$ cat src/rtl/wb_arbiter.sv
// Writeback arbiter: merges never-stalled load returns with ALU results.
// ALU results that lose to a load wait in a small circular queue, and the
// queue can be searched by decode to find writes that are still pending.
module wb_arbiter #(
    parameter int DEPTH = 4
) (
    input  logic        clk,
    input  logic        rst,
    input  logic        alu_valid,
    input  logic [4:0]  alu_rd,
    input  logic [31:0] alu_data,
    input  logic        ld_valid,
    input  logic [4:0]  ld_rd,
    input  logic [31:0] ld_data,
    output logic        alu_stall,
    output logic        write_enable,
    output logic [4:0]  write_addr,
    output logic [31:0] write_data,
    input  logic [4:0]  q_addr1,
    input  logic [4:0]  q_addr2,
    output logic        q_hit1,
    output logic        q_hit2,
    output logic [31:0] q_data1,
    output logic [31:0] q_data2,
    output logic        empty
);

    localparam int PW = (DEPTH > 1) ? $clog2(DEPTH) : 1;
    localparam int CW = $clog2(DEPTH + 1);

    logic [4:0]    rdMem_q   [DEPTH];
    logic [31:0]   dataMem_q [DEPTH];
    logic [PW-1:0] head_q, head_d;
    logic [PW-1:0] tail_q, tail_d;
    logic [CW-1:0] count_q, count_d;
    logic          wrEn_q, wrEn_d;
    logic [4:0]    wrAddr_q, wrAddr_d;
    logic [31:0]   wrData_q, wrData_d;

    logic ldWrite;
    logic full;
    logic aluLive;
    logic pop;
    logic bypass;
    logic push;

    assign full      = (count_q == CW'(DEPTH));
    assign empty     = (count_q == '0);
    assign alu_stall = full && alu_valid && (alu_rd != 5'd0);
    assign ldWrite   = ld_valid && (ld_rd != 5'd0);
    // An rd==0 request is accepted but produces nothing, so it never counts as live.
    assign aluLive   = alu_valid && !alu_stall && (alu_rd != 5'd0);
    assign pop       = !ldWrite && !empty;
    assign bypass    = !ldWrite && empty && aluLive;
    assign push      = aluLive && !bypass;

    assign write_enable = wrEn_q;
    assign write_addr   = wrAddr_q;
    assign write_data   = wrData_q;

    // Pick this cycle's write (load, then queue head, then bypass) and advance the queue.
    always_comb begin
        wrEn_d   = 1'b0;
        wrAddr_d = wrAddr_q;
        wrData_d = wrData_q;
        if (ldWrite) begin
            wrEn_d   = 1'b1;
            wrAddr_d = ld_rd;
            wrData_d = ld_data;
        end else if (pop) begin
            wrEn_d   = 1'b1;
            wrAddr_d = rdMem_q[head_q];
            wrData_d = dataMem_q[head_q];
        end else if (bypass) begin
            wrEn_d   = 1'b1;
            wrAddr_d = alu_rd;
            wrData_d = alu_data;
        end

        head_d = pop  ? head_q + PW'(1) : head_q;
        tail_d = push ? tail_q + PW'(1) : tail_q;

        case ({push, pop})
            2'b10:   count_d = count_q + CW'(1);
            2'b01:   count_d = count_q - CW'(1);
            default: count_d = count_q;
        endcase
    end

    // Queue bookkeeping and the registered register-file write port.
    always_ff @(posedge clk or posedge rst) begin
        if (rst) begin
            head_q   <= '0;
            tail_q   <= '0;
            count_q  <= '0;
            wrEn_q   <= 1'b0;
            wrAddr_q <= '0;
            wrData_q <= '0;
        end else begin
            head_q   <= head_d;
            tail_q   <= tail_d;
            count_q  <= count_d;
            wrEn_q   <= wrEn_d;
            wrAddr_q <= wrAddr_d;
            wrData_q <= wrData_d;
        end
    end

    // Entry storage needs no reset; validity comes from the count alone.
    always_ff @(posedge clk) begin
        if (push) begin
            rdMem_q[tail_q]   <= alu_rd;
            dataMem_q[tail_q] <= alu_data;
        end
    end

    // Scan from oldest to youngest so the youngest matching entry wins both queries.
    always_comb begin
        q_hit1  = 1'b0;
        q_hit2  = 1'b0;
        q_data1 = '0;
        q_data2 = '0;
        for (int i = 0; i < DEPTH; i++) begin
            if (CW'(i) < count_q) begin
                if ((q_addr1 != 5'd0) && (rdMem_q[head_q + PW'(i)] == q_addr1)) begin
                    q_hit1  = 1'b1;
                    q_data1 = dataMem_q[head_q + PW'(i)];
                end
                if ((q_addr2 != 5'd0) && (rdMem_q[head_q + PW'(i)] == q_addr2)) begin
                    q_hit2  = 1'b1;
                    q_data2 = dataMem_q[head_q + PW'(i)];
                end
            end
        end
    end

endmodule

$ cat config.mk
export PLATFORM = sky130hd
export DESIGN_NAME = wb_arbiter
export DESIGN_NICKNAME = d
export VERILOG_FILES = /design/src/rtl/wb_arbiter.sv
export SDC_FILE = /design/constraint.sdc
export NUM_CORES = 1
export LEC_CHECK = 0
export ABC_AREA = 1
export BUFFER_PORTS_ARGS = -buffer_cell sky130_fd_sc_hd__buf_2
export CAP_MARGIN = 40
export CORE_UTILIZATION = 25
export CTS_BUF_LIST = sky130_fd_sc_hd__clkbuf_8
export CTS_CLUSTER_DIAMETER = 60
export DETAILED_ROUTE_END_ITERATION = 10
export REMOVE_ABC_BUFFERS = 1
export SYNTH_ARGS = -nofsm -noshare
export SYNTH_HDL_FRONTEND = slang
export SYNTH_SLANG_ARGS = --single-unit
$ cat constraint.sdc
create_clock -name clk -period 5.39 [get_ports clk]
set_input_delay 0.2695 -clock clk [delete_from_list [all_inputs] [get_ports clk]]
set_output_delay 0.2695 -clock clk [all_outputs]
set_load 0.01 [all_outputs]
After elaboration in Yosys (flattened, before gate mapping)
Memory sizes are Yosys's and may differ from the RTL's.
Cells that the tools add are included.

storage, ports and cells
  register bits after elaboration = 45
  memory bits (writable) = 148
  logic and storage cells = 101
  memories = 2

operators by class
  add/sub/neg operators = 6
  $lt $le $gt $ge = 4
  eq/ne operators = 11
  mux-type cells = 44
  reductions and logical operators = 28

memory list
  memory     depth  bits a word  read ports  clocked after Yosys merged registers in  wr ports  RTL line  RTL
  dataMem_q  4      32           4           0                                        1         32        logic [31:0] dataMem_q [DEPTH];
  rdMem_q    4      5            4           0                                        1         31        logic [4:0] rdMem_q [DEPTH];

operators by type and width
  cell                 number
  $mux 32              19
  $eq 5x5->1           8
  $mux 1               21
  $reduce_bool 5->1    4
  $logic_and 1x1->1    17
  $mux 5               3
  $lt 1x3->1 const A   2
  $lt 2x3->1 const A   2
  $pmux 3 s2           1
  $add 2x1->2 const B  2
  $add 2x2->2 const B  2
  $logic_not 1->1      4
  $add 3x1->3 const B  1
  $eq 3x3->1 const B   1
  $logic_not 3->1      1
  $reduce_bool 3->1    1
  $sub 3x1->3 const B  1
  $eq 2x1->1 const B   1
  $eq 2x2->1 const B   1
  $reduce_bool 2->1    1

Depth between registers and ports, before layout
Gate-level depths: netlist (run 1).

  depth after elaboration = 11
  mapped depth = 17
  gate-level depth less buffers = 14

Worst setup path after synthesis (run 1)
No wires, ideal clock.

  kind = flip-flop to flip-flop
  from = register count_q[0]
  to = memory dataMem_q[0][0], enable pin
  library setup time = 431 ps
  arrival = 2784 ps
  setup slack = 2174 ps
  cell stages (with the launch flop) = 8
  period minus slack after synthesis = 3216 ps
  path through = dfrtp_1 -> inv_1 -> ha_1 -> nand2_1 -> inv_1 -> nand2_1 -> nand4_1 -> nor2_1

between the ends
  elaborated cells on any way between the ends = 13

RTL lines
  item                            RTL line  RTL
  start: declaration              35        logic [CW-1:0] count_q, count_d;
  start signal: assignment        102       count_q <= count_d;
  $logic_not 3->1                 48        assign empty = (count_q == '0);
  named net empty                 25        output logic empty
  $logic_and 1x1->1 (2 in a row)  54        assign bypass = !ldWrite && empty && aluLive;
  $logic_not 1->1                 55        assign push = aluLive && !bypass;
  $logic_and 1x1->1               55
  $mux 1                          111       if (push) begin
  $mux 1 (implied by the code)    113       dataMem_q[tail_q] <= alu_data;
  end: declaration                32

The timed path passes the listed nets, and every way through them passes these cells.

Worst setup path after layout (run 1)
  from = register head_q[1]
  to = output q_data1[31]

between the ends
  longest elaborated chain between the ends = 11
  elaborated cells on any way between the ends = 21

ends and longest elaborated chain
  item                                                  RTL line  RTL
  start: declaration                                    33        logic [PW-1:0] head_q, head_d;
  start signal: assignment                              93        head_q <= '0;
  start signal: assignment                              100       head_q <= head_d;
  branches (longest 10 deep; another with $mem_v2 4x5)  n/a
  $mux 32 (*)                                           124       if (CW'(i) < count_q) begin
  end: declaration                                      23        output logic [31:0] q_data1,

Mark *: on every way between the ends.

==> key figures, run 1 <==
Placement
  • Hpwl dp: about 35 mm
  • GPL Wtd Cong: around 0.9
  • Placement Setup Slack: about 0.89 ns
  • Port Buffers: 193

CTS
  • Num Clock Sinks: 193
  • H-tree depth: 4
  • Later-pin clock latency in the skew report: between 0.5 and 0.6 ns
  • Total CTS buffers: 17
  • TritonCTS clock tree: built
  • CTS Buffer Depth: 2
  • Clk root buf: clkbuf_8
  • Clock Pin Slew Worst Setup and Hold Paths: between 0.1 and 0.15 ns
  • Setup repair bufs after CTS: 0

Drt
  • Post-Route WL: just over 50 mm
  • DR DRC count: 0
  • Pre-Repair DR Iteration Count: 6
  • Post-route ant nets: 0
  • Vias: around 14k
  • Wire per inst: about 17 um
  • Vias per cell: between 4 and 5
  • Iter 0 DRT Violations: between 1k and 1.5k

GRT
  • Vias in the first global route: 13.01k
  • Total track usage: between 10% and 20%
  • Gr ovfl total: 0
  • Antenna violations before repair: 2
  • Largest net degree at the start of global routing: 125
  • First-pass GRT wire length: about 76 mm

Finish
  • Nets@finish: 2,404
  • Most frequent cells in the layout: nand2_1, nor2_1, o21ai_0
  • Layout area overhead: 19.84%
  • Commonest non-fill, non-tap cell in the layout: nand2_1
  • Share of cells above drive strength 1: around an eighth
  • Fillers: between 6k and 7k
  • Number of diodes: 0

Floorplanning
  • Core box area: 0.05552 mm2
  • Die Wd: roughly 240 um
  • Die height: about 240 um
  • Initial Util: between 20 and 30%
  • Row count: 86
  • Die area: 0.05762 mm2
  • I/O pin cnt: between 150 and 200

Timing
  • Final period util: between 90% and 100%
  • Worst-Margin Slew: approximately 0.96 ns
  • # setup viols final: 0
  • Final Hold Fails: 0
  • Clk_skew: around 0.019 ns
  • Unrepaired setup endpoints after global routing: no
  • Final setup margin: between 0.3 and 0.4 ns
  • Slew Limit Fails: 0
  • Max_slew headroom: a little over a third
  • Max Freq: roughly 200 MHz
  • Worst hold slack: roughly 0.13 ns
  • Tmin final: ~5 ns

Synthesis
  • Seq cells post-synth: approximately 190
  • Mapped Area: 0.01417 mm2
  • Yosys warns: 0
  • Post-synth cell types: 29
  • Post-synthesis sequential area ratio: about two fifths
  • Post-Synthesis Cells: about 2.1k
  • Mean Syn Cell Area: 6.648 um2

Setup path
  • CP Capture Type: output pin
  • Arr. time, crit path: between 4 and 5 ns
  • Worst stage delay on the critical path: 0.59 ns
  • Worst path required time: just over 5 ns
  • Worst path slowest cell: dfrtp_1
  • CP dominant cell by count: nand2_1
  • Cells along the critical path: inv_4, nand2_1, nand2_4, nand2_1, nand3_1, nand2_1, nor2_4, buf_4, nand3_2, buf_16, nand2_1, nand3_1, nand2_1, nand2_1, buf_2
  • Crit Path Category: register to output pin
  • Crit path launch type: register
  • Worst-path fanout max: ~70

Pwr
  • Cell internal pwr: roughly 4100 uW
  • Switching Share: a little under three fifths
  • Net switching power: roughly 5100 uW
  • Reg power frac: between 20% and 30%
  • Logic pwr share: about two thirds
  • VDD IR max: roughly 0.00035 V
  • P_leak: just under 0.008 uW
  • Total power draw: slightly above 9000 uW
  • PD cells: 540.6 mW/mm2
  • Clock network power share: between 10% and 20%

Run
  • Total of max-cap violations: 0

Min path
  • Hold Path Class: primary input to register

Run status
  • Status: finished clean
[sequential cells by signal, indices dropped and copies added (netlist names)]
name and flops:
write_data 32, write_addr 5, dataMem_q 128, head_q 2, write_enable 1, count_q 3
rdMem_q 20, tail_q 2
[worst max-delay path, delay by kind of cell, from the launching register on]
kind | cells | cell delay [ns]
flip-flops | 1 | 0.59
AND/OR/NAND/NOR | 11 | 2.13
buffers and inverters | 4 | 1.43
[power groups by stage]
stage	clock network [uW]	logic (uW)	registers (uW)
after global routing	1100	6680	2240
after CTS	1060	5990	2190
after global placement	0	5830	2220
after floorplan	0	3610	2440
final	1010	5970	2190
after detailed placement	0	5930	2220
[what timing repair did]
| action | CTS | global route |
|---|---|---|
| hold buffers | 76 | 0 |
| endpoints found under the hold margin | 230 | 0 |
| resized for setup | 0 | 1 |
| endpoints found under the setup margin | 0 | 16 |
[Yosys cell counts]
cell type  number  area share [%]
nand2_1       773              20
nor2_1        271             7.2
o21ai_0       231             8.2
inv_1         198             5.2
edfxtp_1      148              31
nand3_1       122             4.3
nand4_1        68             3.0
buf_2          53             1.9
clkbuf_1       52             1.4
dfrtp_1        45             7.9
o21ai_1        43             1.5
a41oi_1        33             2.0
buf_6          16             1.3
buf_4          12            0.64
ha_1            9            0.79
buf_1           8            0.21
nand3_2         8            0.57
xor2_1          7            0.43
inv_2           6            0.16
a21oi_1         4            0.14
a31oi_1         4            0.18
nor2_4          4            0.32
nand2_2         3            0.13
nor2_2          3            0.13
o21ai_2         3            0.19
nor2b_1         2           0.088
nor3_1          2           0.071
xnor2_1         2            0.12
or2_2           1           0.044
[through the flow]
| step | TNS [ns] | cell area, um2 | instances | utilization, % |
|---|---|---|---|---|
| after global placement | 0 | 15560 | 2950 | 28.02 |
| after floorplan | -195.17 | 13410 | 1990 | - |
| after CTS | 0 | 16970 | 3068 | 30.56 |
| final | 0 | 16980 | 3068 | 30.58 |
| after detailed placement | 0 | 15800 | 2960 | 28.46 |
| after global routing | 0 | 16980 | 3068 | 30.58 |
[layer usage]
| metal | wire [um] | part of all wire (%) | vias up | track usage [%] |
|---|---|---|---|---|
| met1 | 23030 | 45 | 6535 | 24.14 |
| met2 | 23290 | 46 | 492 | 28.37 |
| met4 | 1002 | 2.0 | 2 | 5.115 |
| met3 | 3441 | 6.8 | 52 | 3.502 |
| met5 | 12 | 0.024 | - | 0 |
| li1 | - | - | 7254 | - |
[final cells by class]
class / instances / area (um2) / area share (%)
clock buffers: 17 / 234.0 / 1.378
clock inverters: 15 / 168.9 / 0.9950
inverters: 204 / 768.2 / 4.525
multi-input cells: 1593 / 7181 / 42.30
flip-flops and latches: 193 / 5574 / 32.83
well taps: 748 / 935.9 / 5.513
repair buffers: 298 / 2115 / 12.46
[final timing paths]
check,slack [ns],endpoint,depth (start not counted),startpoint
setup / recovery,0.38,q_data1[31],15,head_q[1]$_DFFE_PP0P_
min in group asynchronous,0.48,write_data[21]$_DFFE_PP0P_,4,rst
max in group asynchronous,4.28,head_q[0]$_DFFE_PP0P_,4,rst
hold reg to reg,0.54,count_q[1]$_DFFE_PP0P_,2,count_q[1]$_DFFE_PP0P_
hold / removal,0.13,write_data[7]$_DFFE_PP0P_,3,ld_data[7]
setup reg to reg,2.22,dataMem_q[0][18]$_DFFE_PP_,8,count_q[0]$_DFFE_PP0P_
[logic make-up after synthesis]
group	count (synthesis)	share of synthesized area [%]
xor+xnor	9	0.5565
simple gates	1257	36.33
fa+ha+maj	9	0.7949
compound gates	318	12.22
buf+inv	345	10.78
flops	193	39.32
Note: power is estimated with default switching activity, not from simulation.
==> run 2, diff against run 1 <==
--- a/config.mk
+++ b/config.mk
@@ -8,6 +8,7 @@
 export ABC_AREA = 1
 export BUFFER_PORTS_ARGS = -buffer_cell sky130_fd_sc_hd__buf_2
 export CAP_MARGIN = 40
+export CORE_ASPECT_RATIO = 1.5
 export CORE_UTILIZATION = 25
 export CTS_BUF_LIST = sky130_fd_sc_hd__clkbuf_8
 export CTS_CLUSTER_DIAMETER = 60
==> run 2 against run 1 <==
Compared with the run above:
- via count is 0.29% higher
- first-iteration DRC count is 24% lower
- register-to-register slack worse by 0.12 ns
- largest cell class unchanged
- critical path type unchanged
- hold slack worse by 0.084 ns
- sequential power is 3% higher
- maximum frequency is 5.8% higher
- combinational power hardly changed
- cell count is 0.23% higher
- flip-flop and latch count stayed put
- die area hardly changed
- global-route usage hardly changed
==> key figures, run 2 (synthesis gave the netlist of run 1 again) <==
GRT
  • First-pass GRT wire length: 77.02 mm (+0.98%)
  • Vias in the first global route: 13.67k (+5.1%)
  • Antenna violations before repair: 6 (+4)
  • Gr ovfl total: 0 (unchanged)
  • Largest net degree at the start of global routing: 101 (-19%)
  • Total track usage: 17.74% (-0.022 points)

CTS
  • Total CTS buffers: 17 (unchanged)
  • H-tree depth: 4 (unchanged)
  • Clk root buf: clkbuf_8
  • # resized after CTS: 0 (unchanged)
  • TritonCTS clock tree: built
  • Clock Pin Slew Worst Setup and Hold Paths: 0.12 ns (about the same)
  • Later-pin clock latency in the skew report: 0.53 ns (-0.04 ns)
  • CTS Buffer Depth: 2 (unchanged)
  • Num Clock Sinks: 193 (unchanged)

Finish
  • Design Area, Final: 0.01694 mm2 (-0.24%)
  • Number of flip-flops in the largest register: 128 (unchanged)
  • Share of cells above drive strength 1: 12.90% (+0.23 points)
  • Final core utilization: 30.33% (-0.25 points)
  • Nets@finish: 2,402 (-0.083%)
  • Most frequent cells in the layout: nand2_1, nor2_1, o21ai_0
  • Fillers: 6,081 (-0.54%)
  • Layout area overhead: 19.55%
  • Largest Register: dataMem_q
  • Commonest non-fill, non-tap cell in the layout: nand2_1

Drt
  • Wire per inst: 16.53 um (-0.13%)
  • Met1 WL: 20.34 mm (-12%)
  • Post-route ant nets: 0 (unchanged)
  • Pre-Repair DR Iteration Count: 7 (+1)
  • Highest metal used: met5
  • Met3 WL post-DR: 1.909 mm (-45%)
  • Post-Route WL: 50.83 mm (about the same)
  • WL met2: 26.24 mm (+13%)
  • Iter 0 DRT Violations: 851 (-24%)
  • Vias: 14.38k (+0.29%)
  • DR DRC count: 0 (unchanged)
  • Vias per cell: 4.675 (about the same)

Timing
  • Unrepaired setup endpoints after global routing: no
  • Tmin final: 4.739 ns (-0.2749 ns)
  • Slew Limit Fails: 0 (unchanged)
  • Final Hold Fails: 0 (unchanged)
  • Clk_skew: 0.01520 ns (-0.004086 ns)
  • Final setup margin: 0.6510 ns (+0.2749 ns)
  • Worst-Margin Slew: 0.8422 ns (-0.1153 ns)
  • Final period util: 87.92% (-5.1 points)
  • Max Freq: 211.0 MHz (+5.8%)
  • # setup viols final: 0 (unchanged)
  • Max_slew headroom: 43.85% (+7.7 points)

Setup path
  • Buf/Inv on CP: 4 (unchanged)
  • FF-to-FF setup slack: 2.10 ns (-0.12 ns)
  • Crit Path Category: register to output pin
  • Worst stage delay on the critical path: 0.83 ns (+0.24 ns)
  • Worst path required time: 5.12 ns (about the same)
  • CP dominant cell by count: nand2_1
  • Worst path slowest cell: dfrtp_4
  • Delay-heaviest family, CP: simple AND/OR/NAND/NOR gates
  • Crit path launch type: register
  • CP Capture Type: output pin
  • Worst-path fanout max: 74 (+8.8%)
  • Cells along the critical path: inv_2, nand2_1, nand2_2, o21ai_2, inv_2, nand2_1, nand2_1, nor2_1, nand2_1, nor2_4, buf_4, nor2_1, nand2_1, nand2_1, buf_2
  • Arr. time, crit path: 4.47 ns (-0.27 ns)

Pwr
  • Total power draw: 9306 uW (+1.4%)
  • VDD IR max: 0.0003148 V (-11%)
  • P_leak: 0.007913 uW (about the same)
  • PD cells: 549.5 mW/mm2 (+1.7%)

Run
  • Total of max-cap violations: 0 (unchanged)

Floorplanning
  • I/O pin cnt: 194 (unchanged)
  • Die area: 0.05764 mm2 (about the same)
  • Core box area: 0.05584 mm2 (+0.56%)
  • Row count: 106 (+23%)
  • Die height: 293.5 um (+22%)
  • Die Wd: 196.4 um (-18%)
  • Initial Util: 25.37% (-0.14 points)

Placement
  • Hpwl dp: 34.88 mm (-1.1%)
  • Port Buffers: 193 (unchanged)
  • DP Area: 0.01582 mm2 (about the same)
  • Placement Setup Slack: 1.239 ns (+0.3529 ns)
  • GPL Wtd Cong: 0.8748 (-3.2%)

Run status
  • Status: finished clean

Min path
  • Hold Path Class: primary input to register
## run 2: cell type report
type / count / area [um2] / area share, %
repair buffers: 296 / 2047 / 12.09
well taps: 756 / 945.9 / 5.586
multi-input cells: 1593 / 7162 / 42.29
flip-flops and latches: 193 / 5574 / 32.91
clock inverters: 13 / 173.9 / 1.027
diodes: 1 / 2.502 / 0.01478
clock buffers: 19 / 261.5 / 1.544
inverters: 204 / 768.2 / 4.536
## run 2: power by group
group	internal (uW)	total, uW	leakage, uW	switching [uW]
Sequential	2010	2250	0.00188	243
Combinational	1710	5960	0.00581	4260
Clock	494	1090	0.000218	596
## run 2: through the flow
| stage | instances | hold slack [ns] | setup TNS, ns |
|---|---|---|---|
| global route | 3075 | 0.02074 | 0 |
| detailed placement | 2974 | 0.5074 | 0 |
| CTS | 3074 | 0.001626 | 0 |
| floorplan | 1990 | 0.3684 | -195.17 |
| finish | 3075 | 0.04188 | 0 |
| global placement | 2966 | 0.5026 | 0 |
## run 2: timing repair
item                      4_1_cts  5_1_grt
setup buffers                   0        0
hold endpoints to repair      219        0
hold buffers                   68        0
## run 2: routing by layer
| metal | vias to the layer above | GRT usage [%] |
|---|---|---|
| met2 | 389 | 32.11 |
| met1 | 6610 | 19.86 |
| li1 | 7248 | - |
| met3 | 121 | 2.410 |
| met4 | 8 | 9.775 |
| met5 | - | 0 |
## run 2: final timing paths
path / start / endpoint / cells after the start
worst max-delay path: head_q[0]$_DFFE_PP0P_ / q_data2[6] / 15
worst min-delay path: ld_data[4] / write_data[4]$_DFFE_PP0P_ / 3
worst max register to register: count_q[0]$_DFFE_PP0P_ / dataMem_q[0][9]$_DFFE_PP_ / 8
worst min register to register: count_q[1]$_DFFE_PP0P_ / count_q[1]$_DFFE_PP0P_ / 2
max in group asynchronous: rst / head_q[0]$_DFFE_PP0P_ / 4
min in group asynchronous: rst / write_data[0]$_DFFE_PP0P_ / 4
## run 2: tightest hold or removal path: stages
cell	delay, ns
buf_2	0.10
nand2_1	0.06
a41oi_1	0.11
